<file path="src/rtl/freq_pkg.sv">
// Shared types and constants for the frequency meter gate sequencer.
//   estado_t   : sequencer states
//   faixa_t    : 2-bit gate range index (range r gate = BASE_TICKS * 10^r cycles)
//   DECADA_LIM : number of base units per gate for each range
package freq_pkg;

   typedef enum logic [2:0] {
      OCIOSO,
      LIMPA,
      JANELA,
      ESPERA,
      ARMAZENA,
      AJUSTE
   } estado_t;

   typedef logic [1:0] faixa_t;

   localparam logic [9:0] DECADA_LIM [4] = '{10'd1, 10'd10, 10'd100, 10'd1000};

endpackage

</file>
<file path="src/rtl/contador_janela.sv">
// Gate window counter: a base counter (0..BASE_TICKS-1) cascaded into a decade
// counter (0..DECADA_LIM[faixa]-1). The window therefore lasts
// BASE_TICKS * DECADA_LIM[faixa] cycles after carregar is released.
//   clk      : reference clock
//   rst_n    : asynchronous active-low reset
//   carregar : synchronous clear of both counters (held during LIMPA)
//   faixa    : gate range, must stay stable for the whole window
//   fim      : high on the last cycle of the window
module contador_janela
   import freq_pkg::*;
#(
   parameter int unsigned BASE_TICKS = 1000
) (
   input  logic       clk,
   input  logic       rst_n,
   input  logic       carregar,
   input  logic [1:0] faixa,
   output logic       fim
);

   localparam int unsigned BW = (BASE_TICKS > 1) ? $clog2(BASE_TICKS) : 1;
   localparam logic [BW-1:0] BASE_MAX = BW'(BASE_TICKS - 1);

   logic [BW-1:0] r_base;
   logic [9:0]    r_dec;
   logic          w_base_fim;
   logic          w_dec_fim;

   assign w_base_fim = (r_base == BASE_MAX);
   assign w_dec_fim  = (r_dec == (DECADA_LIM[faixa] - 10'd1));
   assign fim        = w_base_fim & w_dec_fim;

   always_ff @(posedge clk or negedge rst_n) begin
      if (!rst_n) begin
         r_base <= '0;
         r_dec  <= '0;
      end else if (carregar) begin
         r_base <= '0;
         r_dec  <= '0;
      end else if (w_base_fim) begin
         r_base <= '0;
         r_dec  <= w_dec_fim ? 10'd0 : r_dec + 10'd1;
      end else begin
         r_base <= r_base + 1'b1;
      end
   end

endmodule

</file>
<file path="src/rtl/controle_janela.sv">
// Gate-time sequencer for the frequency meter datapath. Clears the BCD counter,
// enables it for a precise window counted on the reference clock, lets it settle
// one cycle, strobes the output register bank, and optionally autoranges.
//   clk, rst_n     : reference clock, asynchronous active-low reset
//   iniciar        : level, run continuous measurements while high
//   auto_faixa     : 1 = autorange, 0 = use faixa_manual
//   faixa_manual   : manual gate range
//   estouro        : carry out of the BCD top digit
//   msd_zero       : BCD top digit is zero
//   limpar         : clear BCD counter
//   habilitar      : BCD count enable (gate window)
//   armazena       : one-cycle store strobe to the register bank
//   valido         : one-cycle pulse, stored value is new
//   sobrecarga     : last stored value overflowed
//   faixa_atual    : range of the current/last gate
//   ocupado        : sequencer not idle
module controle_janela
   import freq_pkg::*;
#(
   parameter int unsigned BASE_TICKS = 1000,
   parameter int unsigned NUM_FAIXAS = 4
) (
   input  logic       clk,
   input  logic       rst_n,
   input  logic       iniciar,
   input  logic       auto_faixa,
   input  logic [1:0] faixa_manual,
   input  logic       estouro,
   input  logic       msd_zero,
   output logic       limpar,
   output logic       habilitar,
   output logic       armazena,
   output logic       valido,
   output logic       sobrecarga,
   output logic [1:0] faixa_atual,
   output logic       ocupado
);

   localparam faixa_t FAIXA_MAX = faixa_t'(NUM_FAIXAS - 1);

   estado_t r_estado;
   estado_t w_estado_nxt;
   logic    r_iniciar;
   logic    r_auto;
   logic    r_sticky;
   logic    r_sobrecarga;
   faixa_t  r_faixa;
   logic    w_fim;
   logic    w_sticky_nxt;
   logic    w_suprime;

   contador_janela #(
      .BASE_TICKS(BASE_TICKS)
   ) u_contador (
      .clk     (clk),
      .rst_n   (rst_n),
      .carregar(limpar),
      .faixa   (r_faixa),
      .fim     (w_fim)
   );

   // Overflow seen so far including this cycle; lets ESPERA decide on the
   // settle-cycle carry without waiting another cycle.
   assign w_sticky_nxt = r_sticky | estouro;
   // Autorange discards an overflowed window unless there is no shorter range.
   assign w_suprime    = r_auto & w_sticky_nxt & (r_faixa != 2'd0);

   always_ff @(posedge clk or negedge rst_n) begin
      if (!rst_n) begin
         r_estado <= OCIOSO;
      end else begin
         r_estado <= w_estado_nxt;
      end
   end

   always_comb begin
      w_estado_nxt = r_estado;
      unique case (r_estado)
         OCIOSO:   if (r_iniciar) w_estado_nxt = LIMPA;
         LIMPA:    w_estado_nxt = JANELA;
         JANELA:   if (w_fim) w_estado_nxt = ESPERA;
         ESPERA:   w_estado_nxt = w_suprime ? AJUSTE : ARMAZENA;
         ARMAZENA: w_estado_nxt = AJUSTE;
         AJUSTE:   w_estado_nxt = r_iniciar ? LIMPA : OCIOSO;
         default:  w_estado_nxt = OCIOSO;
      endcase
   end

   // iniciar is registered so no input reaches the outputs combinationally;
   // this adds the one-cycle start latency before LIMPA.
   always_ff @(posedge clk or negedge rst_n) begin
      if (!rst_n) begin
         r_iniciar    <= 1'b0;
         r_auto       <= 1'b0;
         r_sticky     <= 1'b0;
         r_sobrecarga <= 1'b0;
         r_faixa      <= 2'd0;
      end else begin
         r_iniciar <= iniciar;
         case (r_estado)
            OCIOSO: begin
               // Mode and manual range are only picked up while idle.
               r_auto <= auto_faixa;
               if (!auto_faixa) r_faixa <= faixa_manual;
            end
            LIMPA:  r_sticky <= 1'b0;
            JANELA: r_sticky <= w_sticky_nxt;
            ESPERA: begin
               r_sticky <= w_sticky_nxt;
               // Update together with the store so it lines up with valido.
               if (!w_suprime) r_sobrecarga <= w_sticky_nxt;
            end
            AJUSTE: begin
               if (r_auto) begin
                  if (r_sticky && (r_faixa != 2'd0)) begin
                     r_faixa <= r_faixa - 2'd1;
                  end else if (!r_sticky && msd_zero && (r_faixa < FAIXA_MAX)) begin
                     r_faixa <= r_faixa + 2'd1;
                  end
               end
            end
            default: ;
         endcase
      end
   end

   assign limpar      = (r_estado == LIMPA);
   assign habilitar   = (r_estado == JANELA);
   assign armazena    = (r_estado == ARMAZENA);
   assign valido      = (r_estado == ARMAZENA);
   assign ocupado     = (r_estado != OCIOSO);
   assign sobrecarga  = r_sobrecarga;
   assign faixa_atual = r_faixa;

endmodule

</file>
<file path="config.mk">
export PLATFORM = sky130hd
export DESIGN_NAME = controle_janela
export DESIGN_NICKNAME = d
export VERILOG_FILES = /design/src/rtl/freq_pkg.sv /design/src/rtl/contador_janela.sv /design/src/rtl/controle_janela.sv
export SDC_FILE = /design/constraint.sdc
export NUM_CORES = 1
export LEC_CHECK = 0
export CORE_AREA = 2 2 61 63
export CTS_BUF_LIST = sky130_fd_sc_hd__clkbuf_4
export DETAILED_ROUTE_END_ITERATION = 6
export DIE_AREA = 0 0 63 65
export HOLD_SLACK_MARGIN = 0.1
export PLACE_DENSITY = 0.8
export RECOVER_POWER = 50
export SYNTH_ARGS = -nofsm -noshare
export SYNTH_HDL_FRONTEND = slang
export SYNTH_SLANG_ARGS = --single-unit
export TNS_END_PERCENT = 10
</file>
<file path="constraint.sdc">
create_clock -name clk -period 3.4 [get_ports clk]
set_clock_uncertainty 0.1 [all_clocks]
set_input_delay 0.34 -clock clk [delete_from_list [all_inputs] [get_ports clk]]
set_output_delay 0.34 -clock clk [all_outputs]
set_load 0.03 [all_outputs]
</file>
* Word level (Yosys, flattened, before mapping)
Cells that the tools add are included.
Widths: inputs -> output; s select.
** Operators by class
- Add/sub/neg operators :: 5
- Order comparisons :: 2
- Equal/unequal tests :: 12
- Mux-type cells :: 19
- Bitwise logic cells :: 6
- Reductions and logical operators :: 14
** Operators by type and width (count)
- $mux 10 :: 7
- $add 10x1->10 const B :: 2
- $bmux 10 s2 :: 1
- $pmux 3 s6 :: 1
- $eq 10x10->1 :: 1
- $eq 10x10->1 const B :: 1
- $sub 10x1->10 const B :: 1
- $mux 2 :: 4
- $reduce_bool 2->1 :: 4
- $eq 3x2->1 const B :: 2
- $eq 3x3->1 const B :: 2
- $mux 3 :: 2
- $ne 2x2->1 const B :: 3
- $pmux 2 s2 :: 1
- $reduce_and 2->1 :: 2
- $reduce_and 4->1 :: 1
- $and 1x1->1 :: 3
- $eq 3x1->1 const B :: 1
- $ge 3x3->1 const B :: 1
- $logic_and 1x1->1 :: 3
- $logic_not 3->1 :: 1
- $ne 3x3->1 const B :: 1
- $not 2->3 :: 1
- $reduce_bool 3->1 :: 1
- other kinds (10) :: 11
** Storage, ports and cells
- Register bits :: 29
- Input bits :: 8
- Logic and storage cells :: 66

* Depth between registers and ports, before layout
- Word-level depth :: 9
- Gate-level depth with buffers :: 7
- Mapped depth without buffers :: 7

* Modules after synthesis
Synthesis repeated with hierarchy kept, for this count alone.
** Unflattened totals
- Cell total of the unflattened synthesis :: 179
- Area, all modules :: 1637.8 sq um
** By module, submodules not included
- contador_janela :: times used 1, cells an instance 125, area an instance 1129.8 sq um, sequential area each 500.5 sq um
- controle_janela :: times used 1, cells an instance 54, area an instance 508.0 sq um, sequential area each 225.2 sq um

* Worst setup path before layout
Ideal clock, no wire load.
- Path type :: reg2reg
- Start point :: reg r_faixa[1], in the netlist faixa_atual[1]
- End point :: reg u_contador.r_dec[0]
- Library setup time :: 125 ps
- Arrival :: 1797 ps
- Required time :: 3175 ps
- Path slack :: 1378 ps
- Stages on the path, launching flop included :: 6
- Period minus slack after synthesis :: 2022 ps
- Cell sequence :: dfrtp_1 a2111oi_1 o22ai_1 a211oi_4 nor3_4 mux2_2
** Between the ends
- Longest elaborated chain between the ends :: 9
** Ends and longest elaborated chain
- start, declared :: RTL line controle_janela.sv:47 : faixa_t r_faixa;
- start signal, assigned :: RTL line controle_janela.sv:104 : if (!auto_faixa) r_faixa <= faixa_manual;
- start signal, assigned :: RTL line controle_janela.sv:116 : r_faixa <= r_faixa - 2'd1;
- start signal, assigned :: RTL line controle_janela.sv:118 : r_faixa <= r_faixa + 2'd1;
- $not 2->3 (implied by the code) :: RTL line contador_janela.sv:30 : assign w_dec_fim = (r_dec == (DECADA_LIM[faixa] - 10'd1));
- $bmux 10 s2 :: RTL line contador_janela.sv:30
- $mux 10 (implied by the code) (2 in a row) :: RTL line contador_janela.sv:30
- $sub 10x1->10 :: RTL line contador_janela.sv:30
- $eq 10x10->1 :: RTL line contador_janela.sv:30
- $mux 10 :: RTL line contador_janela.sv:42 : r_dec <= w_dec_fim ? 10'd0 : r_dec + 10'd1;
- $mux 10 :: RTL line contador_janela.sv:40 : end else if (w_base_fim) begin
- $mux 10 :: RTL line contador_janela.sv:37 : end else if (carregar) begin
- end signal, assigned :: RTL line contador_janela.sv:42
- end, declared :: RTL line contador_janela.sv:25 : logic [9:0] r_dec;
No other way between the ends. The select of a mux whose other input is x is not followed.
A chain may end at the register's enable or synchronous reset.

* Worst setup path after layout
- Start point :: reg r_estado[1]
- End point :: out limpar
** Between the ends
- Longest elaborated chain between the ends :: 1
** Ends and longest elaborated chain
- start, declared :: RTL line controle_janela.sv:41 : estado_t r_estado;
- start signal, assigned :: RTL line controle_janela.sv:72 : r_estado <= w_estado_nxt;
- $eq 3x1->1 :: RTL line controle_janela.sv:127 : assign limpar = (r_estado == LIMPA);
- end, declared :: RTL line controle_janela.sv:30 : output logic limpar,
No other way between the ends.

==> flow_summary.rst <==
.. list-table::
   :header-rows: 1

   * - Metric
     - Value
   * - Met2 GRT Util
     - 28.5%
   * - Stage delay of the slowest cell on the critical path
     - 760 ps
   * - Number of cells on the worst hold path
     - 1
   * - Post-synthesis share of cell area spent on and, or, nand and nor gates
     - 26.2%
   * - Net Count, Synth
     - 186
   * - Total of buffers placed on input and output ports
     - 15
   * - Buffer count from post-CTS setup fixing
     - 0
   * - Fraction of layout cells with a size suffix above 1
     - 10.5%
   * - Final net count
     - 200
   * - Number of ports placed on the die boundary
     - 16
   * - Vias in the first global route
     - 1,241
   * - Number of buffers inserted by hold repair at cts
     - 0
   * - Aggregate global routing overflow
     - 0
   * - Diodes inserted
     - 0
   * - Mux share of post-synthesis cell area
     - 2.55%
   * - Main combinational cell family by area after synthesis
     - simple AND/OR/NAND/NOR gates
   * - Final critical delay including setup and external delays
     - 2660 ps
   * - Number of cell instances on the worst register-to-register path
     - 5
   * - Area of the mapped netlist
     - 1670 um^2
   * - Classification of the worst setup path
     - reg2out
   * - Post-route clock period utilization
     - 78.3%
   * - Wire length of the first global-routing pass
     - 5580 um
   * - Placed wire-length estimate after detailed placement
     - 2240 um
   * - Per-cell routed wire length
     - 13.3 um
   * - Total non-filler cell area in the finished layout
     - 1900 um^2
   * - Sequential cell area fraction in the yosys report
     - 43.5%
   * - Die Outline Area
     - 4100 um^2
   * - Met1 layer usage reported by global route
     - 21.9%
   * - CTS tree
     - done
   * - P per Cell Area
     - 313 nW/um^2
   * - EDFF count, synth
     - 0
   * - Leakage power of the design
     - 0.830 nW
   * - Count of standard-cell rows
     - 22
   * - Total wire length after detailed routing
     - 3190 um
   * - Post-cts gate resize count
     - 0
   * - Setup TNS Final
     - 0 ps
   * - Adder-cell area share of the yosys netlist
     - 1.50%
   * - Number of antenna violations at the first check in global routing
     - 0
   * - Clk buf depth
     - 2
   * - Number of distinct standard cells referenced by the synthesized netlist
     - 48
   * - Max Transition Viols Final
     - 30
   * - Startpoint types
     - flip-flop
   * - Horizontal extent of the die
     - 63 um
   * - Latest clock arrival within the worst-skew pair
     - 320 ps
   * - Met3 routing resource usage after global routing
     - 5.21%
   * - Via density per instance
     - 5.69
   * - Slowest stage cell on the critical path
     - sky130_fd_sc_hd__clkdlybuf4s50_1
   * - Cell Area, Placed
     - 1840 um^2
   * - Initial core utilization
     - 47.7%
   * - Max Fclk
     - 376 MHz
   * - Required arrival time at the worst endpoint
     - 2960 ps
   * - Number of clock sinks seen by CTS
     - 29
   * - Post-synthesis area per instance
     - 9.48 um^2
   * - Synth warn
     - 0
   * - Post-synthesis share of cell area spent on xor and xnor gates
     - 5.77%
   * - Tightest Pin Transition
     - 1540 ps
   * - Fraction of the mapped netlist area in compound gates
     - 17.0%
   * - Initial drt markers
     - 96
   * - DR DRC count
     - 0
   * - GRT Util Overall
     - 17.6%
   * - Flop and latch count out of synthesis
     - 29
   * - Top FF cell, synth
     - sky130_fd_sc_hd__dfrtp_1
   * - Root Driver
     - sky130_fd_sc_hd__clkbuf_4
   * - Unrepaired setup endpoints after global routing
     - false
   * - Post-route core utilization
     - 54.3%
   * - Total via count after detailed routing
     - 1,359
   * - Max FO, Critical Path
     - 12
   * - Number of max-capacitance violations reported
     - 1
   * - Clock-pin slew of the registers on the worst-case setup and hold paths
     - 80 ps
   * - Placer's final routability congestion estimate
     - 0.770
   * - H-tree levels
     - 2
   * - TritonCTS buffer count
     - 5
   * - Arrival @ worst endpoint
     - 2220 ps
   * - Fraction of registers with async set or reset after synthesis
     - 100%
   * - Peak-usage layer in the global routing report
     - met2
   * - Type of the worst min-delay path
     - reg2reg
   * - Final count of negative-setup-slack endpoints
     - 0
   * - Violated checks
     - capacitance limit, slew limit
   * - Relative slew slack
     - -2.80%
   * - Outcome
     - complete, but fails checks
   * - Count of TritonRoute iterations in the first routing pass
     - 5
   * - Relative area change from synthesis to final layout
     - 13.8%
   * - Maximum VDD drop
     - 0.235 mV
   * - Total count of hold-check failures in the final report
     - 0
   * - Pin count of the biggest net entering global routing
     - 30
   * - List of cells traversed by the critical path
     - nand3b_1 > inv_1 > clkdlybuf4s50_1
   * - Remaining antenna violation count after routing
     - 0
   * - Die outline height
     - 65 um
   * - Fillers
     - 330
   * - Post-synthesis instance total
     - 176
   * - Crit path capture type
     - output port
   * - CORE AREA
     - 3500 um^2
## state kept, by name, indices dropped and copies added, names as in the netlist
signal,count
u_contador.r_base,10
u_contador.r_dec,10
r_estado,3
faixa_atual,2
r_auto,1
r_iniciar,1
r_sticky,1
sobrecarga,1
## critical path, delay by kind of cell (launching register included)
family,cells,cell delay [ps]
flops,1,500
buf+inv,2,1140
simple gates,1,260
## power breakdown
part | total, mW | switching [mW] | internal, mW
clock | 0.217 | 0.111 | 0.106
sequential | 0.349 | 0.00301 | 0.346
combinational | 0.0273 | 0.0146 | 0.0127
## cells in the mapped netlist (2+ instances only)
| library cell | count | share of area (%) |
|---|---|---|
| sky130_fd_sc_hd__inv_1 | 3 | 0.67 |
| sky130_fd_sc_hd__ha_1 | 2 | 1.5 |
| sky130_fd_sc_hd__nor3_1 | 2 | 0.60 |
| sky130_fd_sc_hd__mux2_2 | 2 | 1.3 |
| sky130_fd_sc_hd__or3_1 | 2 | 0.75 |
| sky130_fd_sc_hd__nand2b_1 | 2 | 0.75 |
| sky130_fd_sc_hd__o31ai_1 | 6 | 2.7 |
| sky130_fd_sc_hd__nand3_1 | 6 | 1.8 |
| sky130_fd_sc_hd__nand2_1 | 16 | 3.6 |
| sky130_fd_sc_hd__buf_2 | 2 | 0.60 |
| sky130_fd_sc_hd__nor4_1 | 2 | 0.75 |
| sky130_fd_sc_hd__buf_4 | 2 | 0.90 |
| sky130_fd_sc_hd__xnor2_1 | 5 | 2.6 |
| sky130_fd_sc_hd__dfrtp_1 | 29 | 43 |
| sky130_fd_sc_hd__xor2_1 | 6 | 3.1 |
| sky130_fd_sc_hd__and4_1 | 3 | 1.6 |
| sky130_fd_sc_hd__and3_1 | 5 | 1.9 |
| sky130_fd_sc_hd__a31o_1 | 3 | 1.6 |
| sky130_fd_sc_hd__nand4_1 | 4 | 1.5 |
| sky130_fd_sc_hd__a21boi_0 | 2 | 0.90 |
| sky130_fd_sc_hd__o22ai_1 | 2 | 0.75 |
| sky130_fd_sc_hd__clkbuf_1 | 5 | 1.1 |
| sky130_fd_sc_hd__mux2i_1 | 2 | 1.2 |
| sky130_fd_sc_hd__nand3b_1 | 2 | 0.90 |
| sky130_fd_sc_hd__a21oi_1 | 8 | 2.4 |
| sky130_fd_sc_hd__a22o_1 | 5 | 2.6 |
| sky130_fd_sc_hd__nor2b_1 | 2 | 0.75 |
| sky130_fd_sc_hd__a31oi_1 | 2 | 0.75 |
| sky130_fd_sc_hd__nor2_1 | 25 | 5.6 |
## final timing paths
kind                                      startpoint                    to  slack (ps)
worst max-delay path                     r_estado[1]                limpar         740
worst min-delay path            u_contador.r_base[0]  u_contador.r_base[0]         350
worst max register to register        faixa_atual[1]   u_contador.r_dec[0]        1200
worst min register to register  u_contador.r_base[0]  u_contador.r_base[0]         350
max in group asynchronous                      rst_n  u_contador.r_base[3]        1490
min in group asynchronous                      rst_n              r_sticky         820
## cells by family after synthesis
family / after synthesis
DFF: 29
buffers and inverters: 13
xor gates and xnor gates: 11
AOI/OAI and AO/OA: 36
muxes: 4
adders and majority gates: 2
and+or+nand+nor: 81
## placed cells by master (no fill, tap or decap), drive strengths merged, types with 4 or more instances in the layout
| master | n |
|---|---|
| and4 | 4 |
| and3 | 6 |
| dfrtp | 29 |
| nor2 | 26 |
| a22o | 5 |
| a31o | 4 |
| nand4 | 4 |
| xnor2 | 5 |
| clkdlybuf4s50 | 13 |
| nand2 | 16 |
| xor2 | 6 |
| inv | 4 |
| a21oi | 8 |
| nand3 | 6 |
| clkbuf | 9 |
| o31ai | 7 |
## routing by layer
layer | share of wire, % | vias up
li1 | - | 669
met1 | 46 | 650
met2 | 48 | 34
met3 | 4.5 | 6
met4 | 1.9 | 0
met5 | 0 | -
## stage by stage
step	hold WS, ps	setup slack [ps]	power (mW)	instances
2_1_floorplan	-55.6	1380	0.366	176
3_3_place_gp	342	1100	0.385	231
3_5_place_dp	349	1080	0.385	231
4_1_cts	301	726	0.600	239
5_1_grt	384	583	0.620	239
6_report	353	739	0.594	239
## cell type report
cell class	instances	area, um^2	area share, %
Timing Repair Buffer	16	154	8.10
Multi-Input combinational cell	134	885	46.6
Inverter	4	15.0	0.791
Clock buffer	8	60.1	3.16
Sequential cell	29	726	38.2
Tap cell	48	60.1	3.16
(Power assumes the default switching activity.)
